File: src/rtl/ppu_dot_seq.sv
// Posit dot-product sequencer driving a ppu_core_ops operand/op interface.
// Optional macro PPU_DOT_CORE_PIPE_EN: core has one registered output stage (2-cycle MUL/ADD).
module ppu_dot_seq #(
  parameter int unsigned          N       = 16,
  parameter int unsigned          ES      = 1,
  parameter int unsigned          OP_SIZE = 3,
  parameter logic [OP_SIZE-1:0]   MUL_OP  = OP_SIZE'(2),
  parameter logic [OP_SIZE-1:0]   ADD_OP  = OP_SIZE'(0),
  parameter int unsigned          LEN_W   = 8
) (
  input  logic               clk,
  input  logic               rst,
  input  logic               start,
  input  logic [LEN_W-1:0]   len,
  input  logic               in_valid,
  output logic               in_ready,
  input  logic [N-1:0]       in_a,
  input  logic [N-1:0]       in_b,
  output logic               res_valid,
  input  logic               res_ready,
  output logic [N-1:0]       res,
  output logic               busy,
  output logic [N-1:0]       core_p1,
  output logic [N-1:0]       core_p2,
  output logic [OP_SIZE-1:0] core_op,
  input  logic [N-1:0]       core_pout
);

  if (ES >= N) begin : g_es_chk
    $error("ES must be smaller than N");
  end

  typedef enum logic [2:0] {S_IDLE, S_LOAD, S_MUL, S_ADD, S_DONE} state_e;

  state_e             state_q, state_d;
  logic [N-1:0]       acc_q, acc_d, prod_q, prod_d, a_r_q, a_r_d, b_r_q, b_r_d;
  logic [LEN_W-1:0]   cnt_q, cnt_d, len_r_q, len_r_d;
  logic               in_ready_q, in_ready_d, res_valid_q, res_valid_d, busy_q, busy_d;
  logic [N-1:0]       res_q, res_d, core_p1_q, core_p1_d, core_p2_q, core_p2_d;
  logic [OP_SIZE-1:0] core_op_q, core_op_d;
  logic               step_done;
`ifdef PPU_DOT_CORE_PIPE_EN
  logic               wait_q, wait_d;
`endif

  // Next state; outputs are registered from the next-state decode so they track the state.
  always_comb begin
    state_d   = state_q;
    acc_d     = acc_q;
    prod_d    = prod_q;
    a_r_d     = a_r_q;
    b_r_d     = b_r_q;
    cnt_d     = cnt_q;
    len_r_d   = len_r_q;
`ifdef PPU_DOT_CORE_PIPE_EN
    wait_d    = 1'b0;
    step_done = wait_q;
`else
    step_done = 1'b1;
`endif
    case (state_q)
      S_IDLE: begin
        if (start) begin
          len_r_d = len;
          acc_d   = '0;
          cnt_d   = '0;
          state_d = (len == '0) ? S_DONE : S_LOAD;
        end
      end
      S_LOAD: begin
        if (in_valid) begin
          a_r_d   = in_a;
          b_r_d   = in_b;
          state_d = S_MUL;
        end
      end
      S_MUL: begin
        if (step_done) begin
          prod_d  = core_pout;
          state_d = S_ADD;
        end
`ifdef PPU_DOT_CORE_PIPE_EN
        else begin
          wait_d = 1'b1;
        end
`endif
      end
      S_ADD: begin
        if (step_done) begin
          acc_d   = core_pout;
          cnt_d   = cnt_q + LEN_W'(1);
          state_d = (cnt_d == len_r_q) ? S_DONE : S_LOAD;
        end
`ifdef PPU_DOT_CORE_PIPE_EN
        else begin
          wait_d = 1'b1;
        end
`endif
      end
      S_DONE: begin
        if (res_ready) state_d = S_IDLE;
      end
      default: state_d = S_IDLE;
    endcase

    in_ready_d  = (state_d == S_LOAD);
    res_valid_d = (state_d == S_DONE);
    res_d       = res_valid_d ? acc_d : '0;
    busy_d      = (state_d != S_IDLE);
    core_p1_d   = '0;
    core_p2_d   = '0;
    core_op_d   = ADD_OP;
    if (state_d == S_MUL) begin
      core_p1_d = a_r_d;
      core_p2_d = b_r_d;
      core_op_d = MUL_OP;
    end else if (state_d == S_ADD) begin
      core_p1_d = acc_d;
      core_p2_d = prod_d;
    end
  end

  always_ff @(posedge clk) begin
    if (rst) begin
      state_q     <= S_IDLE;
      acc_q       <= '0;
      prod_q      <= '0;
      a_r_q       <= '0;
      b_r_q       <= '0;
      cnt_q       <= '0;
      len_r_q     <= '0;
      in_ready_q  <= 1'b0;
      res_valid_q <= 1'b0;
      res_q       <= '0;
      busy_q      <= 1'b0;
      core_p1_q   <= '0;
      core_p2_q   <= '0;
      core_op_q   <= ADD_OP;
`ifdef PPU_DOT_CORE_PIPE_EN
      wait_q      <= 1'b0;
`endif
    end else begin
      state_q     <= state_d;
      acc_q       <= acc_d;
      prod_q      <= prod_d;
      a_r_q       <= a_r_d;
      b_r_q       <= b_r_d;
      cnt_q       <= cnt_d;
      len_r_q     <= len_r_d;
      in_ready_q  <= in_ready_d;
      res_valid_q <= res_valid_d;
      res_q       <= res_d;
      busy_q      <= busy_d;
      core_p1_q   <= core_p1_d;
      core_p2_q   <= core_p2_d;
      core_op_q   <= core_op_d;
`ifdef PPU_DOT_CORE_PIPE_EN
      wait_q      <= wait_d;
`endif
    end
  end

  assign in_ready  = in_ready_q;
  assign res_valid = res_valid_q;
  assign res       = res_q;
  assign busy      = busy_q;
  assign core_p1   = core_p1_q;
  assign core_p2   = core_p2_q;
  assign core_op   = core_op_q;

endmodule

File: config.mk
export PLATFORM = sky130hd
export DESIGN_NAME = ppu_dot_seq
export DESIGN_NICKNAME = d
export VERILOG_FILES = /design/src/rtl/ppu_dot_seq.sv
export SDC_FILE = /design/constraint.sdc
export NUM_CORES = 1
export LEC_CHECK = 0
export ABC_AREA = 1
export CAP_MARGIN = 20
export CORE_UTILIZATION = 31
export DETAILED_ROUTE_END_ITERATION = 12
export GPL_TIMING_DRIVEN = 0
export PLACE_DENSITY_LB_ADDON = 0.12
export SLEW_MARGIN = 5
export SYNTH_ARGS = -nofsm -noshare
export SYNTH_HDL_FRONTEND = slang
export SYNTH_SLANG_ARGS = --single-unit
File: constraint.sdc
create_clock -name clk -period 3.65 [get_ports clk]
set_input_delay 0.73 -clock clk [delete_from_list [all_inputs] [get_ports clk]]
set_output_delay 0.73 -clock clk [all_outputs]
set_load 0.01 [all_outputs]
==> run summary, run 1 <==
mean post-synth cell area: 7.39 µm²
max incr delay on CP: 440 ps
Synth area leaders: dfxtp_1 51%, nand2_1 13%, a21oi_1 6.3%, inv_1 5.8%, nor2_1 4.7%
Die Height: 107 µm
TritonCTS clock tree: yes
cell count after synthesis: 461
Yosys top cell area share: 51.1%
GR Util met3: 4.74%
Row Count: 37
Synth Area in Adders: 0.367%
clk_skew: 15.5 ps
Max VDD drop: 0.186 mV
unrepaired setup endpoints after global routing: no
Remaining DRCs: 0
Clock Latency Late Sink: 360 ps
gr usage total: 17.2%
GRT Max-Usage Layer: met2
fin nets: 646
final hold violations: 0
post-CTS setup buffers: 0
count leader, synth: nand2_1
Gates resized, CTS repair: 0
DIE AREA: 0.0114 mm²
YS warnings: 0
core area: 0.0105 mm²
register area share after synthesis: 51.1%
Required @ worst endpoint: 3940 ps
Reg clk slew, reported paths: 90 ps
M1 GR Usage: 21.3%
total negative slack: 0 ps
number of max-cap violations: 0
largest net degree at the start of global routing: 17
Starting Density: 32.4%
largest family of logic cells by synthesized area: simple AND/OR/NAND/NOR gates
grt total ovfl: 0
fillers: 1098
Final min period: 2020 ps
area post-placement: 0.00469 mm²
number of synthesized flops with an enable pin: 0
Pre-antenna DRT Iters: 4
CP endpoint kind: flop
Setup violations, final: 0
Post-CTS Hold Buffers: 0
GR Util met2: 28.3%
H-tree lvl count: 3
Slew Viols, Final: 0
tightest hold margin: 482 ps
Final GP Congestion: 0.784
top_reg_cell synth: dfxtp_1
Compound-Gate Fraction of Synth Area: 10.4%
Clock Path Buffers: 2
Rel. slew slack: 58.3%
first-pass GRT wire length: 15100 µm
Worst-Margin Slew: 625 ps
routed len/inst: 12.9 µm
CTS root buf: clkbuf_8
Period Utilization, post-route: 55.4%
vias in the first global route: 3166
Critical Path Fanout Max: 10
Placed Cells: 709
design area: 0.00490 mm²
WP data arrival: 2310 ps
#FFs+latches synth: 87
Starting DRT DRC Count: 92
Post-synth top cells: 121 x nand2_1, 87 x dfxtp_1, 53 x inv_1
hpwl dp: 7130 µm
final core utilization: 46.6%
antenna viol nets, final: 0
mux contribution to synthesized area: 0%
Crit Path Class: in -> reg
routed wire length: 9340 µm
IO Count: 115
PortBufs: 111
Leak Pwr: 0.00188 µW
most used cell, CP: nand2_1
Final Instance Count excl. Fillers: 725
layout cells sized above 1: 8.49%
CP Cell Sequence: clkdlybuf4s50_1 -> nand2_1 -> nand2_1 -> inv_1 -> buf_2 -> nand2_1 -> o21ai_0 -> nand2_1 -> a21oi_1
CTS Buf Count: 9
cell family with most CP delay: buffers and inverters
Hold/Removal Path Class: reg -> reg
die width: 107 µm
antenna violations before repair: 0
outcome: complete, no violations
mapped cell area: 0.00341 mm²
f_max: 495 MHz
area grow syn2layout: 43.9%
WP buf/inv: 3
routed vias/inst: 4.36
antenna fix cells: 0
Post-Synth Simple-Gate Area: 27.5%
Critical Path Source Type: input pin
ys async rst share: 0%
slowest CP cell: clkdlybuf4s50_1
clk sinks: 87
Synth area leader: dfxtp_1
Synth cell types: 28
Post-Synth XOR/XNOR Area: 0.514%
vias: 3159
pwr dens: 399 mW/mm²
metal layers:
| layer | vias up | part of all wire [%] |
|---|---|---|
| met5 | - | 0 |
| met4 | 0 | 1.1 |
| met1 | 1395 | 46 |
| li1 | 1668 | - |
| met3 | 10 | 7.2 |
| met2 | 86 | 46 |
cells in the final DEF (no fill, tap or decap), types with 2 or more instances in the layout:
cell / n
clkdlybuf4s50_1: 111
dfxtp_1: 87
o21ai_0: 26
clkinv_4: 2
inv_1: 53
clkbuf_1: 17
nand3_1: 19
buf_4: 2
nor3_1: 3
inv_2: 4
clkbuf_8: 10
a21oi_1: 43
nand4_1: 3
nor2_1: 43
buf_2: 7
nor2_2: 10
nand3b_1: 5
inv_6: 3
nand2_1: 121
conb_1: 2
nand2_2: 5
nor4_1: 2
kinds of logic (layout without fill, tap and decap cells):
logic type | count (synthesis) | in the layout
AND/OR/NAND/NOR | 216 | 216
flip-flops | 87 | 87
buffers and inverters | 84 | 211
AO/OA/AOI/OAI | 70 | 70
XOR/XNOR | 2 | 2
adder cells (fa/ha/maj) | 1 | 1
other | 1 | 2
worst reg2reg max path, stage by stage, from the launching register on:
cell     delay, ps
dfxtp_1        430
ha_1           210
nand2_2        110
inv_2           90
nand3_1        100
nand2_1         90
nand2_1         50
nand3_1         80
nor2_1          60
nand3_1         90
nand3_2         80
nand2_4        140
buf_6          200
nand2_1         80
path summary, 6_finish.rpt:
check / slack (ps) / depth (start not counted) / to / start
worst max register to register: 1740 / 13 / busy$_SDFF_PP0_ / cnt_q[1]$_SDFFE_PP0P_
worst min-delay path: 480 / 2 / len_r_q[7]$_SDFFE_PP0P_ / len_r_q[7]$_SDFFE_PP0P_
worst min register to register: 480 / 2 / len_r_q[7]$_SDFFE_PP0P_ / len_r_q[7]$_SDFFE_PP0P_
worst max-delay path: 1630 / 9 / core_p1[5]$_SDFF_PP0_ / start
metrics by stage:
step / setup WS [ps] / power [µW]
2_1_floorplan: 1990 / 1130
6_report: 1630 / 1960
4_1_cts: 1620 / 1980
5_1_grt: 1460 / 2050
3_5_place_dp: 1230 / 1270
3_3_place_gp: 1230 / 1270
area by class of cell:
type,instances,area (µm²),area share [%]
Sequential cell,87,1740,35.5
Multi-Input combinational cell,291,1330,27.1
Timing Repair Buffer,111,1110,22.7
Inverter,57,214,4.36
Tap cell,136,170,3.47
Clock buffer,10,138,2.81
Buffer,27,125,2.55
Clock inverter,6,73.8,1.51
flip-flops by register name (all words and copies together) (netlist names):
name	cells
in_ready	1
core_op	1
cnt_q	8
core_p1	16
res_valid	1
res	16
len_r_q	8
busy	1
state_q	3
core_p2	16
acc_q	16
where the power goes:
| part | internal, µW | switching (µW) | total (µW) |
|---|---|---|---|
| Sequential | 979 | 13.3 | 992 |
| Clock | 345 | 368 | 713 |
| Combinational | 124 | 128 | 253 |
| Total | 1450 | 509 | 1960 |
Note: power is estimated with default switching activity, not from simulation.
==> inputs of run 2 (changes only) <==
==> constraint.sdc (replaced) <==
create_clock -name clk -period 2.05 [get_ports clk]
set_input_delay 0.41 -clock clk [delete_from_list [all_inputs] [get_ports clk]]
set_output_delay 0.41 -clock clk [all_outputs]
set_load 0.01 [all_outputs]
==> run summary, run 2 (synthesis results as in run 1) <==
outcome: complete, no violations
WP data arrival: 2070 ps
Post-CTS Hold Buffers: 0
first-pass GRT wire length: 15100 µm
Reg-to-Reg Start: state_q[1]$_SDFF_PP0_
CTS Buf Count: 9
slowest CP cell: dfxtp_1
layout cells sized above 1: 8.97%
Row Count: 37
Slew Viols, Final: 0
gr usage total: 17.2%
IO Count: 115
TritonCTS clock tree: yes
Setup WS post-layout: 208 ps
clk sinks: 87
final hold violations: 0
commonest non-fill, non-tap cell in the layout: nand2_1
Rel. slew slack: 58.3%
Critical Path Fanout Max: 10
Starting Density: 32.4%
grt total ovfl: 0
PortBufs: 111
die width: 107 µm
Worst R2R Path Depth: 10
Die Height: 107 µm
tightest hold margin: 482 ps
vias in the first global route: 3166
HP Start: len_r_q[7]$_SDFFE_PP0P_
Critical path origin: state_q[1]$_SDFF_PP0_
cell family with most CP delay: buffers and inverters
Hold Path Depth: 2
area post-placement: 0.00469 mm²
Remaining DRCs: 0
number of max-cap violations: 0
Design Power: 3480 µW
design area: 0.00493 mm²
pwr dens: 706 mW/mm²
antenna fix cells: 0
CP endpoint kind: flop
routed vias/inst: 4.36
vias: 3173
Worst-Margin Slew: 625 ps
CP Cell Sequence: inv_1 -> nor3_1 -> inv_1 -> nand2_1 -> inv_1 -> buf_2 -> nand2_1 -> o21ai_0 -> nand2_1 -> a21oi_1
Period Utilization, post-route: 89.8%
DIE AREA: 0.0114 mm²
fin nets: 648
Final min period: 1840 ps
hpwl dp: 7130 µm
Pre-antenna DRT Iters: 6
r2r setup slk: 210 ps
Sequential Area: 0.00174 mm²
area grow syn2layout: 44.9%
Required @ worst endpoint: 2280 ps
Critical Path Source Type: flop
max incr delay on CP: 390 ps
antenna viol nets, final: 0
Crit Path Class: reg -> reg
area of the multi-input gates: 0.00133 mm²
Final GP Congestion: 0.784
fillers: 1097
Max VDD drop: 0.332 mV
Starting DRT DRC Count: 95
Reg clk slew, reported paths: 90 ps
Hold/Removal Path Class: reg -> reg
final core utilization: 47.0%
routed len/inst: 12.9 µm
Clock Path Buffers: 2
f_max: 543 MHz
Leak Pwr: 0.00190 µW
Clock Latency Late Sink: 360 ps
CTS root buf: clkbuf_8
antenna violations before repair: 0
largest net degree at the start of global routing: 17
core area: 0.0105 mm²
Setup violations, final: 0
routed wire length: 9350 µm
Hold Path End: len_r_q[7]$_SDFFE_PP0P_
reg2reg end: core_p1[5]$_SDFF_PP0_
H-tree lvl count: 3
clk_skew: 13.9 ps
pre-CTS WS: -46.4 ps
WP buf/inv: 4
commonest cells after routing, fill and taps aside: 121 x nand2_1, 111 x clkdlybuf4s50_1, 86 x dfxtp_1
## run 2: repair_timing
| item | 4_1_cts | 5_1_grt |
|---|---|---|
| endpoints found under the setup margin | 0 | 10 |
| resized for setup | 0 | 2 |
| buffers inserted | 0 | 2 |
## run 2: per-layer routing
layer,track usage (%),vias to the layer above,wire (µm)
met5,0,-,0
met4,6.56,0,132
met3,4.74,13,671
met2,28.3,89,4270
met1,21.3,1398,4280
li1,-,1673,-
## run 2: area by class of cell
| cell class | instances | share of cell area [%] |
|---|---|---|
| Clock buffer | 10 | 2.79 |
| Sequential cell | 87 | 35.3 |
| Inverter | 57 | 4.34 |
| Tap cell | 136 | 3.45 |
| Buffer | 27 | 2.61 |
| Timing Repair Buffer | 113 | 23.1 |
| Clock inverter | 6 | 1.50 |
| Multi-Input combinational cell | 291 | 26.9 |
## run 2: tightest hold or removal path, stage by stage (launching register included)
cell     delay [ps]
dfxtp_1         320
inv_1            70
a21oi_1          60
## run 2: worst max-delay path by stage
stage,end,slack (ps),cells after the start
2_1_floorplan,busy$_SDFF_PP0_,410,13
3_3_place_gp,core_p1[5]$_SDFF_PP0_,-50,9
3_5_place_dp,core_p1[4]$_SDFF_PP0_,-50,9
4_1_cts,busy$_SDFF_PP0_,110,13
5_1_grt,acc_q[12]$_SDFF_PP0_,-20,10
6_report,core_p1[5]$_SDFF_PP0_,210,10
## run 2: power breakdown
group	total (µW)	leakage (µW)	internal, µW	switching, µW
clock	1270	0.000108	614	653
sequential	1770	0.000706	1740	23.7
combinational	450	0.00109	222	229
total	3480	0.00190	2580	906
## run 2: stage by stage
stage | cells | setup TNS (ps)
after floorplan | 462 | 0
after global placement | 709 | -275
after detailed placement | 709 | -245
after CTS | 725 | 0
after global routing | 727 | -18.9
final | 727 | 0
